[src/rtl/calc_sched.sv]
// calc_sched: per-job sequencer for the 16-lane 3x3 calculation array.
// The next beat is decided one cycle ahead so every array-facing output comes straight from a flop.
module calc_sched #(
  parameter int ADDR_W = 12,
  parameter int PIX_W  = 16,
  parameter int CREDIT = 32
) (
  input  logic              clk_100M,
  input  logic              rst,
  input  logic              cfg_start,
  input  logic [7:0]        cfg_acc_para,
  input  logic [PIX_W-1:0]  cfg_pix_num,
  input  logic [ADDR_W-1:0] cfg_w_base,
  input  logic [ADDR_W-1:0] cfg_d_base,
  output logic              busy,
  output logic              done,
  output logic              rd_en,
  output logic [ADDR_W-1:0] rd_w_addr,
  output logic [ADDR_W-1:0] rd_d_addr,
  output logic              calc_vld,
  output logic              calc_new_start,
  output logic [7:0]        calc_acc_para,
  input  logic              res_vld,
  input  logic              res_pop
);

  localparam int CW = $clog2(CREDIT + 1);
  localparam logic [CW-1:0] CREDIT_MAX = CW'(CREDIT);

  typedef enum logic [1:0] {
    IDLE  = 2'd0,
    RUN   = 2'd1,
    DRAIN = 2'd2,
    DONE  = 2'd3
  } state_t;

  state_t              state_q, state_d;
  logic [7:0]          acc_q, acc_d;
  logic [PIX_W-1:0]    pix_q, pix_d;
  logic [ADDR_W-1:0]   wb_q, wb_d;
  logic [7:0]          k_q, k_d;
  logic [PIX_W-1:0]    p_q, p_d;
  logic [ADDR_W-1:0]   dptr_q, dptr_d;
  logic [PIX_W-1:0]    r_q, r_d;
  logic [CW-1:0]       credit_q, credit_d;
  logic                rd_en_q, rd_en_d;
  logic                rd_k0_q, rd_k0_d;
  logic [ADDR_W-1:0]   rd_w_addr_q, rd_w_addr_d;
  logic [ADDR_W-1:0]   rd_d_addr_q, rd_d_addr_d;
  logic                calc_vld_q, calc_vld_d;
  logic                calc_new_start_q, calc_new_start_d;
  logic                busy_q, busy_d;
  logic                done_q, done_d;

  // Beat position seen by the issue decision: the config bus when starting, else the job registers.
  logic [7:0]          cur_k, cur_acc;
  logic [PIX_W-1:0]    cur_p, cur_pix;
  logic [ADDR_W-1:0]   cur_ptr, cur_wb;
  logic                pop_eff, credit_inc, res_cnt;

  // Next-state, counter, credit and issue logic.
  always_comb begin
    state_d          = state_q;
    acc_d            = acc_q;
    pix_d            = pix_q;
    wb_d             = wb_q;
    k_d              = k_q;
    p_d              = p_q;
    dptr_d           = dptr_q;
    rd_en_d          = 1'b0;
    rd_k0_d          = 1'b0;
    rd_w_addr_d      = rd_w_addr_q;
    rd_d_addr_d      = rd_d_addr_q;
    calc_vld_d       = rd_en_q;
    calc_new_start_d = rd_en_q & rd_k0_q;
    cur_k            = k_q;
    cur_acc          = acc_q;
    cur_p            = p_q;
    cur_pix          = pix_q;
    cur_ptr          = dptr_q;
    cur_wb           = wb_q;

    pop_eff    = res_pop & (credit_q != {CW{1'b0}});
    credit_inc = rd_en_q & rd_k0_q;
    if (credit_inc && !pop_eff) begin
      credit_d = credit_q + CW'(1);
    end else if (!credit_inc && pop_eff) begin
      credit_d = credit_q - CW'(1);
    end else begin
      credit_d = credit_q;
    end

    res_cnt = res_vld & ((state_q == RUN) | (state_q == DRAIN));
    r_d     = r_q + PIX_W'(res_cnt);

    case (state_q)
      IDLE: begin
        if (cfg_start) begin
          acc_d   = cfg_acc_para;
          pix_d   = cfg_pix_num;
          wb_d    = cfg_w_base;
          k_d     = 8'd0;
          p_d     = {PIX_W{1'b0}};
          r_d     = {PIX_W{1'b0}};
          dptr_d  = cfg_d_base;
          cur_k   = 8'd0;
          cur_acc = cfg_acc_para;
          cur_p   = {PIX_W{1'b0}};
          cur_pix = cfg_pix_num;
          cur_ptr = cfg_d_base;
          cur_wb  = cfg_w_base;
          state_d = (cfg_pix_num == {PIX_W{1'b0}}) ? DONE : RUN;
        end else begin
          state_d = IDLE;
        end
      end
      RUN: begin
        // p reaches pix_num in the same cycle the last beat is on rd_en.
        if (p_q == pix_q) begin
          state_d = DRAIN;
        end else begin
          state_d = RUN;
        end
      end
      DRAIN: begin
        if (r_d == pix_q) begin
          state_d = DONE;
        end else begin
          state_d = DRAIN;
        end
      end
      DONE: begin
        state_d = IDLE;
      end
      default: begin
        state_d = IDLE;
      end
    endcase

    // A pixel may only be opened when the result buffer has room; mid-pixel beats never wait.
    if ((state_d == RUN) && (cur_p != cur_pix) &&
        ((cur_k != 8'd0) || (credit_d < CREDIT_MAX))) begin
      rd_en_d     = 1'b1;
      rd_k0_d     = (cur_k == 8'd0);
      rd_w_addr_d = cur_wb + ADDR_W'(cur_k);
      rd_d_addr_d = cur_ptr;
      dptr_d      = cur_ptr + ADDR_W'(1);
      if (cur_k == cur_acc) begin
        k_d = 8'd0;
        p_d = cur_p + PIX_W'(1);
      end else begin
        k_d = cur_k + 8'd1;
        p_d = cur_p;
      end
    end else begin
      rd_en_d = 1'b0;
      rd_k0_d = 1'b0;
    end

    busy_d = (state_d == RUN) | (state_d == DRAIN);
    done_d = (state_d == DONE);
  end

  // State and output registers.
  always_ff @(posedge clk_100M) begin
    if (rst) begin
      state_q          <= IDLE;
      acc_q            <= 8'd0;
      pix_q            <= {PIX_W{1'b0}};
      wb_q             <= {ADDR_W{1'b0}};
      k_q              <= 8'd0;
      p_q              <= {PIX_W{1'b0}};
      dptr_q           <= {ADDR_W{1'b0}};
      r_q              <= {PIX_W{1'b0}};
      credit_q         <= {CW{1'b0}};
      rd_en_q          <= 1'b0;
      rd_k0_q          <= 1'b0;
      rd_w_addr_q      <= {ADDR_W{1'b0}};
      rd_d_addr_q      <= {ADDR_W{1'b0}};
      calc_vld_q       <= 1'b0;
      calc_new_start_q <= 1'b0;
      busy_q           <= 1'b0;
      done_q           <= 1'b0;
    end else begin
      state_q          <= state_d;
      acc_q            <= acc_d;
      pix_q            <= pix_d;
      wb_q             <= wb_d;
      k_q              <= k_d;
      p_q              <= p_d;
      dptr_q           <= dptr_d;
      r_q              <= r_d;
      credit_q         <= credit_d;
      rd_en_q          <= rd_en_d;
      rd_k0_q          <= rd_k0_d;
      rd_w_addr_q      <= rd_w_addr_d;
      rd_d_addr_q      <= rd_d_addr_d;
      calc_vld_q       <= calc_vld_d;
      calc_new_start_q <= calc_new_start_d;
      busy_q           <= busy_d;
      done_q           <= done_d;
    end
  end

  assign busy           = busy_q;
  assign done           = done_q;
  assign rd_en          = rd_en_q;
  assign rd_w_addr      = rd_w_addr_q;
  assign rd_d_addr      = rd_d_addr_q;
  assign calc_vld       = calc_vld_q;
  assign calc_new_start = calc_new_start_q;
  assign calc_acc_para  = acc_q;

endmodule
[config.mk]
export PLATFORM = sky130hd
export DESIGN_NAME = calc_sched
export DESIGN_NICKNAME = d
export VERILOG_FILES = /design/src/rtl/calc_sched.sv
export SDC_FILE = /design/constraint.sdc
export NUM_CORES = 1
export LEC_CHECK = 0
export ABC_AREA = 1
export BUFFER_PORTS_ARGS = -buffer_cell sky130_fd_sc_hd__buf_2
export CAP_MARGIN = 20
export CORE_MARGIN = 1
export CORE_UTILIZATION = 62
export DETAILED_ROUTE_END_ITERATION = 8
export GPL_ROUTABILITY_DRIVEN = 0
export PLACE_DENSITY = 0.84
export REMOVE_ABC_BUFFERS = 1
export SYNTH_ARGS = -nofsm -noshare
export SYNTH_HDL_FRONTEND = slang
export SYNTH_SLANG_ARGS = --single-unit
[constraint.sdc]
create_clock -name clk_100M -period 6.3 [get_ports clk_100M]
set_clock_uncertainty 0.1 [all_clocks]
set_input_delay 1.26 -clock clk_100M [delete_from_list [all_inputs] [get_ports clk_100M]]
set_output_delay 1.26 -clock clk_100M [all_outputs]
set_load 0.005 [all_outputs]
==> impl_metrics.yaml <==
logic_synthesis:
  ys_ff_latch: 126
  post_synth.cell_area_avg_sq_um: 6.76
  yosys_warnings: 0
  synthDistinctLibCells: 47
  async_reset_ff_share_pct: 0
  synthFlopType: "dfxtp_1"
  synth_top_area_share_pct: 33.7
  synthTopCellsByArea: "dfxtp_1 (34%), nand2_1 (15%), nor2_1 (7.3%)"
  synth_edf_count: 0
  netlist_area_sq_mm: 0.00748
  synth_common_cells: "nand2_1 (292), nor2_1 (145), dfxtp_1 (126)"
  synth_most_common_cell: "nand2_1"
  ys_seq_area_share_pct: 33.7
  syn_inst: 1106
  yosysTopAreaCell: "dfxtp_1"
setup_path:
  crit_type: "in -> reg"
  path_buf_inv: 4
  critPathTopFamily: "simple AND/OR/NAND/NOR gates"
  cp_max_fo: 29
  crit-reg2reg-launch: "state_q[0]"
  crit_path_frequent_cell: "nand2_1"
  cp.required_ns: 6.54
  worst_path_max_delay_cell: "buf_4"
  crit_path_end_kind: "register"
  worstPathArrival_ns: 4.90
  path_cells: "buf_2 > nand2_1 > inv_1 > ha_1 > ha_1 > nand2_1 > nor2_1 > nand3_1 > nand3_1 > nand2_1 > nor2_1 > nand3_1 > nor2_1 > nand2_1 > nand2_1 > nand2_1 > nand2_1 > ha_1 > a21boi_4 > nand2_2 > inv_2 > buf_4 > nand2_1 > a21oi_1"
  r2r_end: "dptr_q[2]"
  reg2regPathDepth: 25
  start_kind: "input pin"
  slowest_delay_ns: 0.43
  rrSetupSlack_ns: 1.79
power_and_ir_drop:
  p_leak_nw: 3.95
  peakVddDrop_uv: 217
  cellPowerDensity_mw_per_mm2: 319
grt:
  globalRoute.totalOverflow: 0
  grt_antenna_before_repair: 0
  grt.total_usage_pct: 30.3
  grt_pass1_wl_microns: 30800
  first_global_vias: 6742
  grt_max_degree: 69
clock_tree:
  cts-root-buf: "clkbuf_16"
  cts-buffers-inserted: 17
  clkSinkCount: 126
  clkLatencyLatePin_ns: 0.42
  post_cts_resized: 0
  cts_setup_buffers: 0
  holdBufCountCts: 0
  clk_pin_slew_ns: 0.05
  htreeDepth: 4
  cts_buffer_depth: 2
  cts_tree: "done"
drt:
  first_pass_iters: 9
  viasPerCell: 5.46
  vias: 7272
  wl_microns: 18400
  post_drt_wl_per_cell_microns: 13.8
  drc_errors: 1
  antenna_left: 0
  drt_iter0_drc: 616
finish:
  num-fill-cells: 944
  syn_to_final_growth_pct: 13.7
  seq_area_sq_mm: 0.00252
  stdcell_area_sq_mm: 0.00850
  multiInputGateArea_sq_mm: 0.00423
  drive_gt1_share_pct: 15.6
  n_antenna_cell: 0
  fin_util_pct: 73.5
  nets: 1258
place:
  portBuffers: 89
  hpwlAfterDp_microns: 12400
  post_dp_cell_area_sq_mm: 0.00788
die:
  io-pin-count: 90
  die-area_sq_mm: 0.0125
  core_sq_mm: 0.0116
  rows: 39
  die_height_microns: 112
  start_util_pct: 64.7
  die_x_microns: 112
sta:
  rsz0062_at_grt: "false"
  tightest_slew_ns: 0.985
  setup_viol_count_final: 0
  tns_ns: 0
  finalMaxSlewViolations: 0
  layout_min_cycle_time_ns: 4.66
  fin_crit_sh_pct: 74.0
  finalHoldViolCount: 0
  relSlewSlack_pct: 34.2
  max_freq_mhz: 215
min_path:
  min_path_type: "reg -> reg"
  min_to: "calc_vld"
  hp-start: "rd_en"
  hold_depth: 2
status:
  violations: "design-rule violations"
  status: "finished with violations"
flow_run:
  max_cap_viol_count: 0
worst register-to-register path, stage by stage (launching register included):
cell	delay [ns]
dfxtp_1	0.36
inv_1	0.09
ha_1	0.29
nand2_1	0.05
inv_1	0.08
ha_1	0.15
ha_1	0.19
nand2_1	0.10
nor2_1	0.39
nand3_1	0.23
nand3_1	0.13
nand2_1	0.06
nor2_1	0.10
nand3_1	0.08
nor2_1	0.10
nand2_1	0.09
nand2_1	0.06
nand2_1	0.06
nand2_1	0.08
ha_1	0.20
a21boi_4	0.25
nand2_2	0.09
inv_2	0.42
buf_4	0.44
nand2_1	0.10
a21oi_1	0.13
report_power, final:
group / total [mW] / internal [mW] / switching, mW
clock: 1.05 / 0.701 / 0.351
combinational: 0.699 / 0.245 / 0.454
sequential: 0.965 / 0.903 / 0.0620
registers in the layout, indices dropped and copies added (netlist names), 12 cells and up:
register	count
rd_w_addr	12
p_q	16
rd_d_addr	12
dptr_q	12
pix_q	16
wb_q	12
r_q	16
placed cells by master, fill, tap and decap left out, types with 9 or more instances in the layout:
| master | netlist | final |
|---|---|---|
| inv_2 | 9 | 9 |
| a21oi_1 | 53 | 53 |
| clkbuf_16 | 0 | 17 |
| o21ai_0 | 52 | 52 |
| nand3_1 | 65 | 65 |
| xnor2_1 | 23 | 23 |
| inv_1 | 111 | 111 |
| ha_1 | 26 | 26 |
| or2_2 | 14 | 14 |
| nand2_2 | 18 | 18 |
| nand4_1 | 23 | 23 |
| xor2_1 | 33 | 33 |
| a21oi_2 | 10 | 10 |
| dfxtp_1 | 126 | 126 |
| nor2_1 | 145 | 145 |
| buf_2 | 8 | 89 |
| nor3_1 | 14 | 14 |
| nand2_1 | 292 | 292 |
through the flow:
step           instances  worst slack [ns]  hold WS, ns  total power [mW]
3_3_place_gp        1302              1.45        0.349              1.65
4_1_cts             1333              1.72        0.366              2.72
6_report            1333              1.64        0.359              2.72
2_1_floorplan       1064              1.61        0.333              1.44
3_5_place_dp        1302              1.32        0.362              1.66
5_1_grt             1333              1.19        0.372              2.86
layout make-up:
cell class / instances / share of cell area, %
clock buffer: 25 / 5.83
clock inverter: 6 / 1.53
inverter: 122 / 5.41
multi-input combinational: 816 / 49.7
sequential: 126 / 29.7
tap: 143 / 2.10
timing repair buffer: 95 / 5.77
cell families (layout without fill, tap and decap cells):
group                    after synthesis  after routing  synth area share (%)
AND/OR/NAND/NOR                      593            593                  34.1
XOR/XNOR                              58             58                  7.16
AO/OA/AOI/OAI                        135            135                  10.2
multiplexers                           3              3                 0.402
adder cells (fa/ha/maj)               27             27                  4.62
flip-flops                           126            126                  33.7
buffers and inverters                164            248                  9.76
layer usage:
metal,routed length [microns],global-route usage [%]
met5,0,0
met4,384,10.4
met3,1160,7.02
met2,8780,51.1
met1,8110,38.0
how the worst max path moves through the flow:
| stage | startpoint | to | slack [ns] | cells past startpoint |
|---|---|---|---|---|
| after floorplan | res_vld | rd_w_addr[10] | 1.61 | 23 |
| after global placement | res_vld | p_q[9] | 1.45 | 26 |
| after detailed placement | res_vld | dptr_q[2] | 1.32 | 24 |
| after CTS | res_vld | dptr_q[7] | 1.72 | 24 |
| after global routing | res_vld | dptr_q[6] | 1.19 | 26 |
| final | res_vld | dptr_q[2] | 1.64 | 24 |
Note: power is estimated with default switching activity, not from simulation.
